[src/rtl/fu_wb_arbiter.sv]
// Collects one-cycle FU completion pulses into per-FU holding slots and drives the single register-file write port.
// Latency: finish in cycle t -> fu_busy in t+1 -> registered writeback in t+2 when uncontended; one writeback per cycle sustained.
// Backpressure: wb_stall suppresses the grant and holds every slot; a finish at a full, ungranted slot is dropped and flags overflow.
module fu_wb_arbiter #(
    parameter int N_FU = 5,
    parameter int DW   = 32,
    parameter int RW   = 5
) (
    input  logic              clk,
    input  logic              rst_n,
    input  logic [N_FU-1:0]   fu_finish,
    input  logic [N_FU*DW-1:0] fu_res,
    input  logic [N_FU*RW-1:0] fu_rd,
    input  logic              wb_stall,
    output logic              wb_valid,
    output logic [RW-1:0]     wb_rd,
    output logic [DW-1:0]     wb_data,
    output logic [2:0]        wb_fu,
    output logic [N_FU-1:0]   fu_busy,
    output logic              overflow
);

    // Width of an FU index / round-robin pointer.
    localparam int PW = (N_FU > 1) ? $clog2(N_FU) : 1;
    localparam logic [PW-1:0] LAST_IDX = PW'(N_FU - 1);
    localparam logic [PW:0]   N_FU_EXT = (PW+1)'(N_FU);

    // Holding slots, one per FU.
    logic [N_FU-1:0] slot_vld;
    logic [DW-1:0]   slot_dat [N_FU];
    logic [RW-1:0]   slot_rd  [N_FU];

    // Round-robin pointer: the first slot considered in the next search.
    logic [PW-1:0]   ptr;

    // Grant decision for the current cycle.
    logic            gnt_vld;
    logic [PW-1:0]   gnt_idx;
    logic [N_FU-1:0] gnt_oh;
    logic [PW:0]     cand;

    // Per-FU finish classification.
    logic [N_FU-1:0] fin_ok;
    logic [N_FU-1:0] cap_en;
    logic [N_FU-1:0] ovf_hit;

    // Round-robin search: walk offsets from the far end down so the slot
    // closest to ptr (wrapping upward) is the one left standing.
    always_comb begin
        gnt_vld = 1'b0;
        gnt_idx = '0;
        gnt_oh  = '0;
        cand    = '0;
        for (int k = N_FU - 1; k >= 0; k--) begin
            cand = {1'b0, ptr} + (PW+1)'(k);
            if (cand >= N_FU_EXT) begin
                cand = cand - N_FU_EXT;
            end
            if (!wb_stall && slot_vld[cand[PW-1:0]]) begin
                gnt_vld = 1'b1;
                gnt_idx = cand[PW-1:0];
            end
        end
        if (gnt_vld) begin
            gnt_oh[gnt_idx] = 1'b1;
        end
    end

    // Classify each finish: x0 targets are discarded outright; a slot being
    // granted at this edge is free to take a new result, otherwise a full
    // slot rejects it and raises overflow.
    always_comb begin
        fin_ok  = '0;
        cap_en  = '0;
        ovf_hit = '0;
        for (int i = 0; i < N_FU; i++) begin
            fin_ok[i]  = fu_finish[i] && (fu_rd[i*RW +: RW] != '0);
            cap_en[i]  = fin_ok[i] && (!slot_vld[i] || gnt_oh[i]);
            ovf_hit[i] = fin_ok[i] && slot_vld[i] && !gnt_oh[i];
        end
    end

    // Slot state: capture wins over the grant-clear so a back-to-back
    // result on the grant edge is kept.
    always_ff @(posedge clk or negedge rst_n) begin
        if (!rst_n) begin
            slot_vld <= '0;
            for (int i = 0; i < N_FU; i++) begin
                slot_dat[i] <= '0;
                slot_rd[i]  <= '0;
            end
        end else begin
            for (int i = 0; i < N_FU; i++) begin
                if (cap_en[i]) begin
                    slot_vld[i] <= 1'b1;
                    slot_dat[i] <= fu_res[i*DW +: DW];
                    slot_rd[i]  <= fu_rd[i*RW +: RW];
                end else if (gnt_oh[i]) begin
                    slot_vld[i] <= 1'b0;
                end
            end
        end
    end

    // Writeback registers and pointer: address/data/index hold when idle,
    // pointer moves just past the granted slot.
    always_ff @(posedge clk or negedge rst_n) begin
        if (!rst_n) begin
            wb_valid <= 1'b0;
            wb_rd    <= '0;
            wb_data  <= '0;
            wb_fu    <= '0;
            ptr      <= '0;
        end else if (gnt_vld) begin
            wb_valid <= 1'b1;
            wb_rd    <= slot_rd[gnt_idx];
            wb_data  <= slot_dat[gnt_idx];
            wb_fu    <= 3'(gnt_idx);
            ptr      <= (gnt_idx == LAST_IDX) ? '0 : gnt_idx + 1'b1;
        end else begin
            wb_valid <= 1'b0;
        end
    end

    // Sticky overflow: only reset clears it.
    always_ff @(posedge clk or negedge rst_n) begin
        if (!rst_n) begin
            overflow <= 1'b0;
        end else if (|ovf_hit) begin
            overflow <= 1'b1;
        end
    end

    assign fu_busy = slot_vld;

endmodule

[config.mk]
export PLATFORM = sky130hd
export DESIGN_NAME = fu_wb_arbiter
export DESIGN_NICKNAME = d
export VERILOG_FILES = /design/src/rtl/fu_wb_arbiter.sv
export SDC_FILE = /design/constraint.sdc
export NUM_CORES = 1
export LEC_CHECK = 0
export ABC_AREA = 1
export BUFFER_PORTS_ARGS = -buffer_cell sky130_fd_sc_hd__buf_4
export CELL_PAD_IN_SITES_DETAIL_PLACEMENT = 0
export CELL_PAD_IN_SITES_GLOBAL_PLACEMENT = 1
export CORE_UTILIZATION = 40
export DETAILED_ROUTE_END_ITERATION = 8
export GPL_TIMING_DRIVEN = 0
export PLACE_DENSITY_LB_ADDON = 0.1
export SYNTH_ARGS = -nofsm -noshare
export SYNTH_HDL_FRONTEND = slang
export SYNTH_SLANG_ARGS = --single-unit
[constraint.sdc]
create_clock -name clk -period 3.95 [get_ports clk]
set_input_delay 0.395 -clock clk [delete_from_list [all_inputs] [get_ports clk]]
set_output_delay 0.395 -clock clk [all_outputs]
set_load 0.005 [all_outputs]
# Word-level counts from Yosys, hierarchy flattened
# Cells that the tools add are included.
[word_totals]
regBits = 235
latchBits = 0
ramBits = 0
rom_bits = 0
input_bits = 193
output_inout_bits = 47
elab_cells = 145
n_memories = 0
[classes]
add_sub_neg = 10
n_mul = 0
div = 0
magnitude_cmp = 13
eq_ne = 1
shift = 0
muxes = 46
bitwise = 1
n_reduce_logical = 53
[op_table]
columns = ["op", "count"]
rows = [
  ["binary-select mux 32 bit (select 3 bit)", 1],
  ["two-way mux 32 bit", 2],
  ["two-way mux 3 bit", 11],
  ["logical AND 1 bit", 26],
  ["nonzero test 5 bit", 5],
  ["< comparator 3 x 4 -> 1 bit, second input constant", 6],
  ["two-way mux 1 bit", 22],
  [">= comparator 4 x 3 -> 1 bit, second input constant", 4],
  ["binary-select mux 1 bit (select 3 bit)", 5],
  ["binary-select mux 5 bit (select 3 bit)", 1],
  ["two-way mux 5 bit", 3],
  ["subtractor 3 bit, second input constant", 5],
  ["logical NOT 1 bit", 11],
  ["nonzero test 2 bit", 5],
  ["adder 3 x 2 -> 4 bit, second input constant", 2],
  ["logical OR 1 bit", 5],
  ["OR reduction 5 bit", 1],
  ["adder 3 x 1 -> 4 bit, second input constant", 1],
  ["adder 3 x 3 -> 4 bit, second input constant", 1],
  [">= comparator 4 bit, second input constant", 1],
  ["NOT 3 -> 4 bit", 1],
  ["adder 3 x 1 -> 3 bit, second input constant", 1],
  ["demux 1 bit (select 3 bit)", 1],
  ["== test 3 bit, second input constant", 1],
  ["other kinds (2)", 2],
]

# Depth between registers and ports, before layout
# Gate-level depths: netlist (run 1).
[logic_depth]
word_depth = 19
ltp_mapped = 27
mapped_depth_nobuf = 25

# Least setup slack after synthesis (run 1)
# No wires, ideal clock.
[synth_path]
path_type = "register -> register"
start = "reg ptr[0]"
end = "reg slot_dat[152] (netlist name)"
setup_ps = 117
arrival_time_ps = 3038
required_ps = 3833
slack_ps = 795
path_stages_with_launch = 25
n_path_buf = 2
period_less_slack_ps = 3155
path_cell_list = "dfrtp_1 inv_1 buf_2 ha_1 inv_1 fa_1 inv_1 nand2_2 o21ai_0 nand3_1 nand3_1 nand3_1 nand2_1 inv_1 nand2_1 nand3_1 nand2_4 nand2_4 inv_2 nand2_1 o21ai_2 nand2_2 buf_2 nand2_1 nand2_1"
[synth_via]
elab_chain_len = 18
word_cells_on_any_way = 52
cone_classes = "add/sub: 9; order compare: 7; mux: 28; reduce/logical: 8"
[synth_lines]
columns = ["element", "line", "text"]
rows = [
  ["from (decl)", "34", "logic [PW-1:0] ptr;"],
  ["from (signal assigned)", "119", "ptr <= (gnt_idx == LAST_IDX) ? '0 : gnt_idx + 1'b1;"],
  ["adder 3 x 3 -> 4 bit", "55", "cand = {1'b0, ptr} + (PW+1)'(k);"],
  [">= comparator 4 x 3 -> 1 bit or subtractor 3 bit (tied branches)", "56, 57", ""],
  ["two-way mux 3 bit", "56", "if (cand >= N_FU_EXT) begin"],
  ["binary-select mux 1 bit (select 3 bit)", "59", "if (!wb_stall && slot_vld[cand[PW-1:0]]) begin"],
  ["two-way mux 1 bit (implied by the code)", "59", ""],
  ["logical AND 1 bit", "59", ""],
  ["two-way mux 3 bit (5 in series)", "59", ""],
  ["< comparator 3 x 4 -> 1 bit (implied by the code) or >= comparator 3 x 1 -> 1 bit (tied branches)", "65", "gnt_oh[gnt_idx] = 1'b1;"],
  ["logical AND 1 bit (implied by the code)", "65", ""],
  ["two-way mux 1 bit (implied by the code)", "65", ""],
  ["demux 1 bit (select 3 bit)", "65", ""],
  ["two-way mux 5 bit (*)", "64", "if (gnt_vld) begin"],
  ["logical OR 1 bit (*)", "78", "cap_en[i] = fin_ok[i] && (!slot_vld[i] || gnt_oh[i]);"],
  ["logical AND 1 bit (*)", "78", ""],
  ["to (signal, indexed assignment)", "96", "slot_dat[i] <= fu_res[i*DW +: DW];"],
  ["to (decl)", "30", "logic [DW-1:0] slot_dat [N_FU];"],
]
# Every way passes the cells marked *; elsewhere a longest branch is shown, timed or not. The select of a mux whose other input is x is not followed.
# A chain may end at the register's enable or synchronous reset.

# Worst setup path after layout (run 1)
[layout_path]
start = "reg ptr[1]"
end = "reg slot_dat[45] (netlist name)"
# Same word-level chain as after synthesis.

==> metrics.md, run 1 <==
| Metric | Value |
|---|---|
| Status | `complete, no violations` |
| Max clock buf depth | `3` |
| Hold/Removal Path Class | `in2reg` |
| Layout cells sized above 1 | `0.207` |
| Hold Vio Cnt, Final | `0` |
| Crit path cell chain | `inv_1, ha_2, inv_1, nand2_1, nand2_1, nand2_1, o21ai_0, nand2_1, nand2_1, nand2_1, nand2_2, nand2_1, o21ai_1, nand2_1, nand2_1, nand3_2, a21oi_4, nand2_2, nand2_4, nand2_2, clkbuf_1, nand2_1, nand2_1` |
| Root Buffer | `clkbuf_16` |
| Ys flop type | `dfrtp_1` |
| Final worst-path cycle share | `0.913` |
| Register area | `5880 sq um` |
| Origin of the critical flop-to-flop path | `ptr[1]` |
| Initial Utilization | `0.408` |
| Post-synthesis cell area | `11700 sq um` |
| Antenna cells | `0` |
| First-pass GRT wire length | `61300 um` |
| Final setup vio count | `0` |
| Critical path origin | `ptr[1]` |
| Post-Layout Cell Count | `2271` |
| CTS tree | `done` |
| Initial antenna violation count | `0` |
| Final Instance Area | `15100 sq um` |
| Max Cap Violations | `0` |
| Die area | `30100 sq um` |
| Cell Rows | `62` |
| Least-Margin Pin Slew | `832 ps` |
| Max Clk Rate | `277 MHz` |
| GRT Resource Usage Total | `0.263` |
| Slew HR | `0.438` |
| Post-layout net count | `2072` |
| Seq/Total Area, Yosys | `0.501` |
| Worst Hold Launch | `fu_res[7]` |
| Synth async-reset ratio | `1.00` |
| Post-DP HPWL | `29300 um` |
| Total grt overflow | `0` |
| # fillers | `2910` |
| Vias in the first global route | `11.0k` |
| TritonCTS Buffers | `27` |
| Startpoint type of the worst setup path | `flop` |
| DP Cell Count | `2220` |
| GR Util met1 | `0.362` |
| Slowest cell delay on critical path | `480 ps` |
| Arr. time, crit path | `4040 ps` |
| Crit end category | `flop` |
| Post-synth top area cell | `dfrtp_1` |
| PortBufs | `239` |
| Routed vias/inst | `4.92` |
| Via total after detailed routing | `11.2k` |
| DRT antenna net count | `0` |
| Crit Path Max Fanout | `10` |
| Post-synth top cells | `714 x nand2_1, 235 x dfrtp_1, 230 x nand3_1` |
| WL final | `38900 um` |
| Final min period | `3610 ps` |
| Syn Inst Count | `1595` |
| DIE WIDTH | `173 um` |
| RSZ-0062 raised after global routing | `false` |
| Most used cell, CP | `nand2_1` |
| Area contributors post-synth | `dfrtp_1 50%, nand2_1 23%, nand3_1 9.8%` |
| Top-area cell type share of the netlist area | `0.501` |
| Yosys reg bits | `235` |
| Drc violations | `0` |
| Routing usage on met3 | `0.0379` |
| Clock Skews | `10.4 ps` |
| Area delta synth->final | `28.3%` |
| CP Data Required Time | `4380 ps` |
| Post-synth EDFFs | `0` |
| Post-DP Area | `14100 sq um` |
| Largest net degree at the start of global routing | `104` |
| Placeable Area | `28800 sq um` |
| CTS clock-pin slew for the worst setup and hold paths | `60 ps` |
| Syn_nets | `1797` |
| Critical-path top delay cell | `dfrtp_2` |
| Pins Over Slew Limit | `0` |
| CP Class | `reg2reg` |
| Most common cell in the synthesized netlist | `nand2_1` |
| WL per Instance | `17.1 um` |
| Htree depth | `1` |
| Clock insertion delay at the later pin of the skew report | `550 ps` |
| Height of the die | `173 um` |
| Area of the multi-input gates | `5030 sq um` |
| Most Crowded Layer GR | `met2` |
| Post-synthesis area per instance | `7.36 sq um` |
| DRT Pass-1 Iters | `7` |
| Yosys cell types | `32` |
| Synth Warn # | `0` |
| CTS Sinks | `235` |
| Ports | `240` |
| Initial DRC count | `850` |
| Gpl congestion | `0.902` |
| Met2 Usage GRT | `0.435` |
-- sequential cells by signal, indices dropped and copies added, names as in the netlist --
signal	count
ptr	3
wb_data	32
wb_rd	5
overflow	1
slot_rd	25
slot_dat	160
fu_busy	5
wb_valid	1
wb_fu	3
-- cell usage in the layout (no fill, tap or decap), types with 4 or more instances in the layout --
cell type / instances
clkinv_2: 4
inv_1: 112
nand2_4: 6
clkbuf_1: 26
nand2_1: 711
nand3_1: 229
buf_6: 6
o21ai_1: 12
inv_2: 10
clkbuf_2: 12
o21ai_0: 46
nor2_1: 50
dfrtp_1: 234
ha_1: 7
buf_2: 30
nand4_1: 6
a21oi_1: 48
nand2_2: 10
nand3_2: 6
clkbuf_8: 6
clkbuf_4: 7
buf_4: 249
clkbuf_16: 27
-- worst max-delay path, delay by kind of cell, from the launching register on --
family | cells | cell delay, ps
adders and majority gates | 1 | 410
buffers and inverters | 3 | 730
DFF | 1 | 480
and+or+nand+nor | 16 | 1480
AOI/OAI and AO/OA | 3 | 370
-- kinds of logic (layout without fill, tap and decap cells) --
kind of cell               after synthesis  after routing  share of synthesized area
and+or+nand+nor                       1026           1026                      0.362
DFF                                    235            235                      0.501
buffers and inverters                  210            502                     0.0751
AOI/OAI and AO/OA                      115            115                     0.0517
adders and majority gates                9              9                     0.0102
-- path summary, 6_finish.rpt --
path,to,slack [ps],cells after the start
worst max-delay path,slot_dat[45],340,23
worst min register to register,slot_dat[75],470,2
min in group asynchronous,slot_dat[122],330,2
max in group asynchronous,ptr[1],2330,4
worst min-delay path,slot_dat[135],70,3
worst max register to register,slot_dat[45],340,23
-- per-stage QoR --
stage               setup TNS, ps  hold slack (ps)  utilization  setup WS (ps)
detailed placement          -4560              308        0.489           -228
global placement            -4680              454        0.487           -232
global route                    0             72.8        0.524           26.4
CTS                             0             60.8        0.520           11.3
floorplan                       0             99.4            -            795
finish                          0             73.1        0.524            342
-- final cells by class --
class	instances	area share
buffer	83	0.0304
clock buffer	39	0.0518
clock inverter	7	0.00448
inverter	126	0.0315
multi-input combinational	1150	0.333
sequential	235	0.390
tap	384	0.0319
timing repair buffer	247	0.126
-- routing by layer --
| metal | vias to the layer above | wire, um |
|---|---|---|
| met2 | 293 | 18700 |
| met3 | 42 | 1940 |
| met1 | 5277 | 17500 |
| li1 | 5564 | - |
| met5 | - | 0 |
| met4 | 0 | 795 |
-- what timing repair did --
action | 4_1_cts | 5_1_grt
cloned | 0 | 0
gates resized for setup | 7 | 55
hold buffers | 1 | 0
setup buffers | 2 | 3
pin swaps | 1 | 2
endpoints found under the setup margin | 36 | 227
hold endpoints to repair | 41 | 0
Power of run 1 is not shown: default switching activity piles up to over one toggle a cycle in this logic, so the estimate is an artifact.
==> inputs of run 2 (changes only) <==
Settings changed: CELL_PAD_IN_SITES_DETAIL_PLACEMENT 0 to 1, CELL_PAD_IN_SITES_GLOBAL_PLACEMENT 1 to 2, CORE_UTILIZATION 40 to 31.
==> metrics.md, run 2 (synthesis results as in run 1) <==
| Metric | Value |
|---|---|
| Clock Skews | `15.6 ps` |
| Commonest cells after routing, fill and taps aside | `710 x nand2_1, 255 x buf_4, 234 x dfrtp_1, 229 x nand3_1, 111 x inv_1` |
| Most used cell, CP | `nand2_1` |
| Gpl congestion | `0.844` |
| Slowest cell delay on critical path | `420 ps` |
| Largest register FFs | `160` |
| PortBufs | `239` |
| Post-layout net count | `2077` |
| Clock insertion delay at the later pin of the skew report | `540 ps` |
| CP Class | `reg2reg` |
| Hold/Removal Path Class | `in2reg` |
| Dpl ws | `-414 ps` |
| Placeable Area | `37000 sq um` |
| Drc violations | `0` |
| Cell Rows | `70` |
| Worst Hold Launch | `fu_res[96]` |
| Final setup vio count | `0` |
| Biggest register | `slot_dat` |
| Vias in the first global route | `11.9k` |
| WL per Instance | `18.5 um` |
| TritonCTS Buffers | `28` |
| Hold Vio Cnt, Final | `0` |
| Area of the multi-input gates | `5040 sq um` |
| DRT antenna net count | `0` |
| Total grt overflow | `0` |
| CP Data Required Time | `4420 ps` |
| Crit Path Max Fanout | `10` |
| Critical-path top delay cell | `dfrtp_1` |
| Max Cap Violations | `0` |
| Post-Layout Cell Count | `2404` |
| Die area | `38700 sq um` |
| Fin util | `0.416` |
| Layout cells sized above 1 | `0.213` |
| WL final | `44500 um` |
| CTS clock-pin slew for the worst setup and hold paths | `60 ps` |
| DIE WIDTH | `197 um` |
| Post-route setup slack | `270 ps` |
| Pins Over Slew Limit | `0` |
| Post-DP HPWL | `34200 um` |
| Max Clk Rate | `272 MHz` |
| Largest regs | `slot_dat: 160 flops, wb_data: 32 flops, slot_rd: 25 flops` |
| Slew HR | `0.339` |
| Area delta synth->final | `30.9%` |
| Initial DRC count | `446` |
| Critical path origin | `ptr[0]` |
| Final worst-path cycle share | `0.932` |
| Startpoint type of the worst setup path | `flop` |
| Final min period | `3680 ps` |
| Root Buffer | `clkbuf_16` |
| Least-Margin Pin Slew | `979 ps` |
| Max clock buf depth | `3` |
| Ports | `240` |
| Htree depth | `1` |
| Hold slack | `83.4 ps` |
| Routed vias/inst | `4.72` |
| Arr. time, crit path | `4150 ps` |
| Crit end category | `flop` |
| CTS tree | `done` |
| CTS Sinks | `235` |
| Origin of the critical flop-to-flop path | `ptr[0]` |
| DRT Pass-1 Iters | `5` |
| DP Cell Count | `2340` |
| Initial Utilization | `0.318` |
| First-pass GRT wire length | `68800 um` |
| # fillers | `4663` |
| Register area | `5880 sq um` |
| Commonest non-fill, non-tap cell in the layout | `nand2_1` |
| Initial antenna violation count | `3` |
| GRT Resource Usage Total | `0.233` |
| Status | `complete, no violations` |
| Height of the die | `197 um` |
| Largest net degree at the start of global routing | `103` |
| Via total after detailed routing | `11.4k` |
==> run 2: timing repair <==
| item | in CTS | in global routing |
|---|---|---|
| hold buffers | 1 | 0 |
| setup endpoints to repair | 210 | 225 |
| pin swaps | 1 | 3 |
| gates resized for setup | 23 | 49 |
| endpoints found under the hold margin | 52 | 0 |
| buffers inserted | 1 | 7 |
==> run 2: per-layer routing <==
layer,GRT usage,routed length [um]
met3,0.0291,1820
met4,0.0623,1130
met1,0.310,20200
met2,0.398,21300
met5,0,9
==> run 2: worst max-delay path: cells and delay by family (launching register included) <==
kind	cells	cell delay, ps
simple gates	15	1550
buf+inv	8	860
fa+ha+maj	2	520
flops	1	420
compound gates	1	240
==> run 2: final timing paths <==
kind | to | slack (ps) | cells after the start
worst min register to register | slot_dat[134] | 470 | 2
worst max-delay path | slot_rd[21] | 270 | 26
worst min-delay path | slot_dat[32] | 80 | 3
max in group asynchronous | slot_dat[80] | 2670 | 3
min in group asynchronous | slot_dat[125] | 370 | 2
worst max register to register | slot_rd[21] | 270 | 26
==> run 2: area by class of cell <==
type / instances / area share
Buffer: 84 / 0.0316
Multi-Input combinational cell: 1150 / 0.328
Tap cell: 504 / 0.0410
Sequential cell: 235 / 0.383
Timing Repair Buffer: 250 / 0.125
Clock buffer: 43 / 0.0552
Antenna cell: 3 / 0.000488
Clock inverter: 9 / 0.00488
Inverter: 126 / 0.0309
==> run 2: stage by stage <==
| stage | setup TNS, ps | area [sq um] |
|---|---|---|
| final | 0 | 15400 |
| after global routing | -0.970 | 15400 |
| after CTS | 0 | 15200 |
| after detailed placement | -23320 | 14200 |
| after global placement | -19580 | 14200 |
| after floorplan | 0 | 11700 |
Power of run 2 is left out for the same reason.
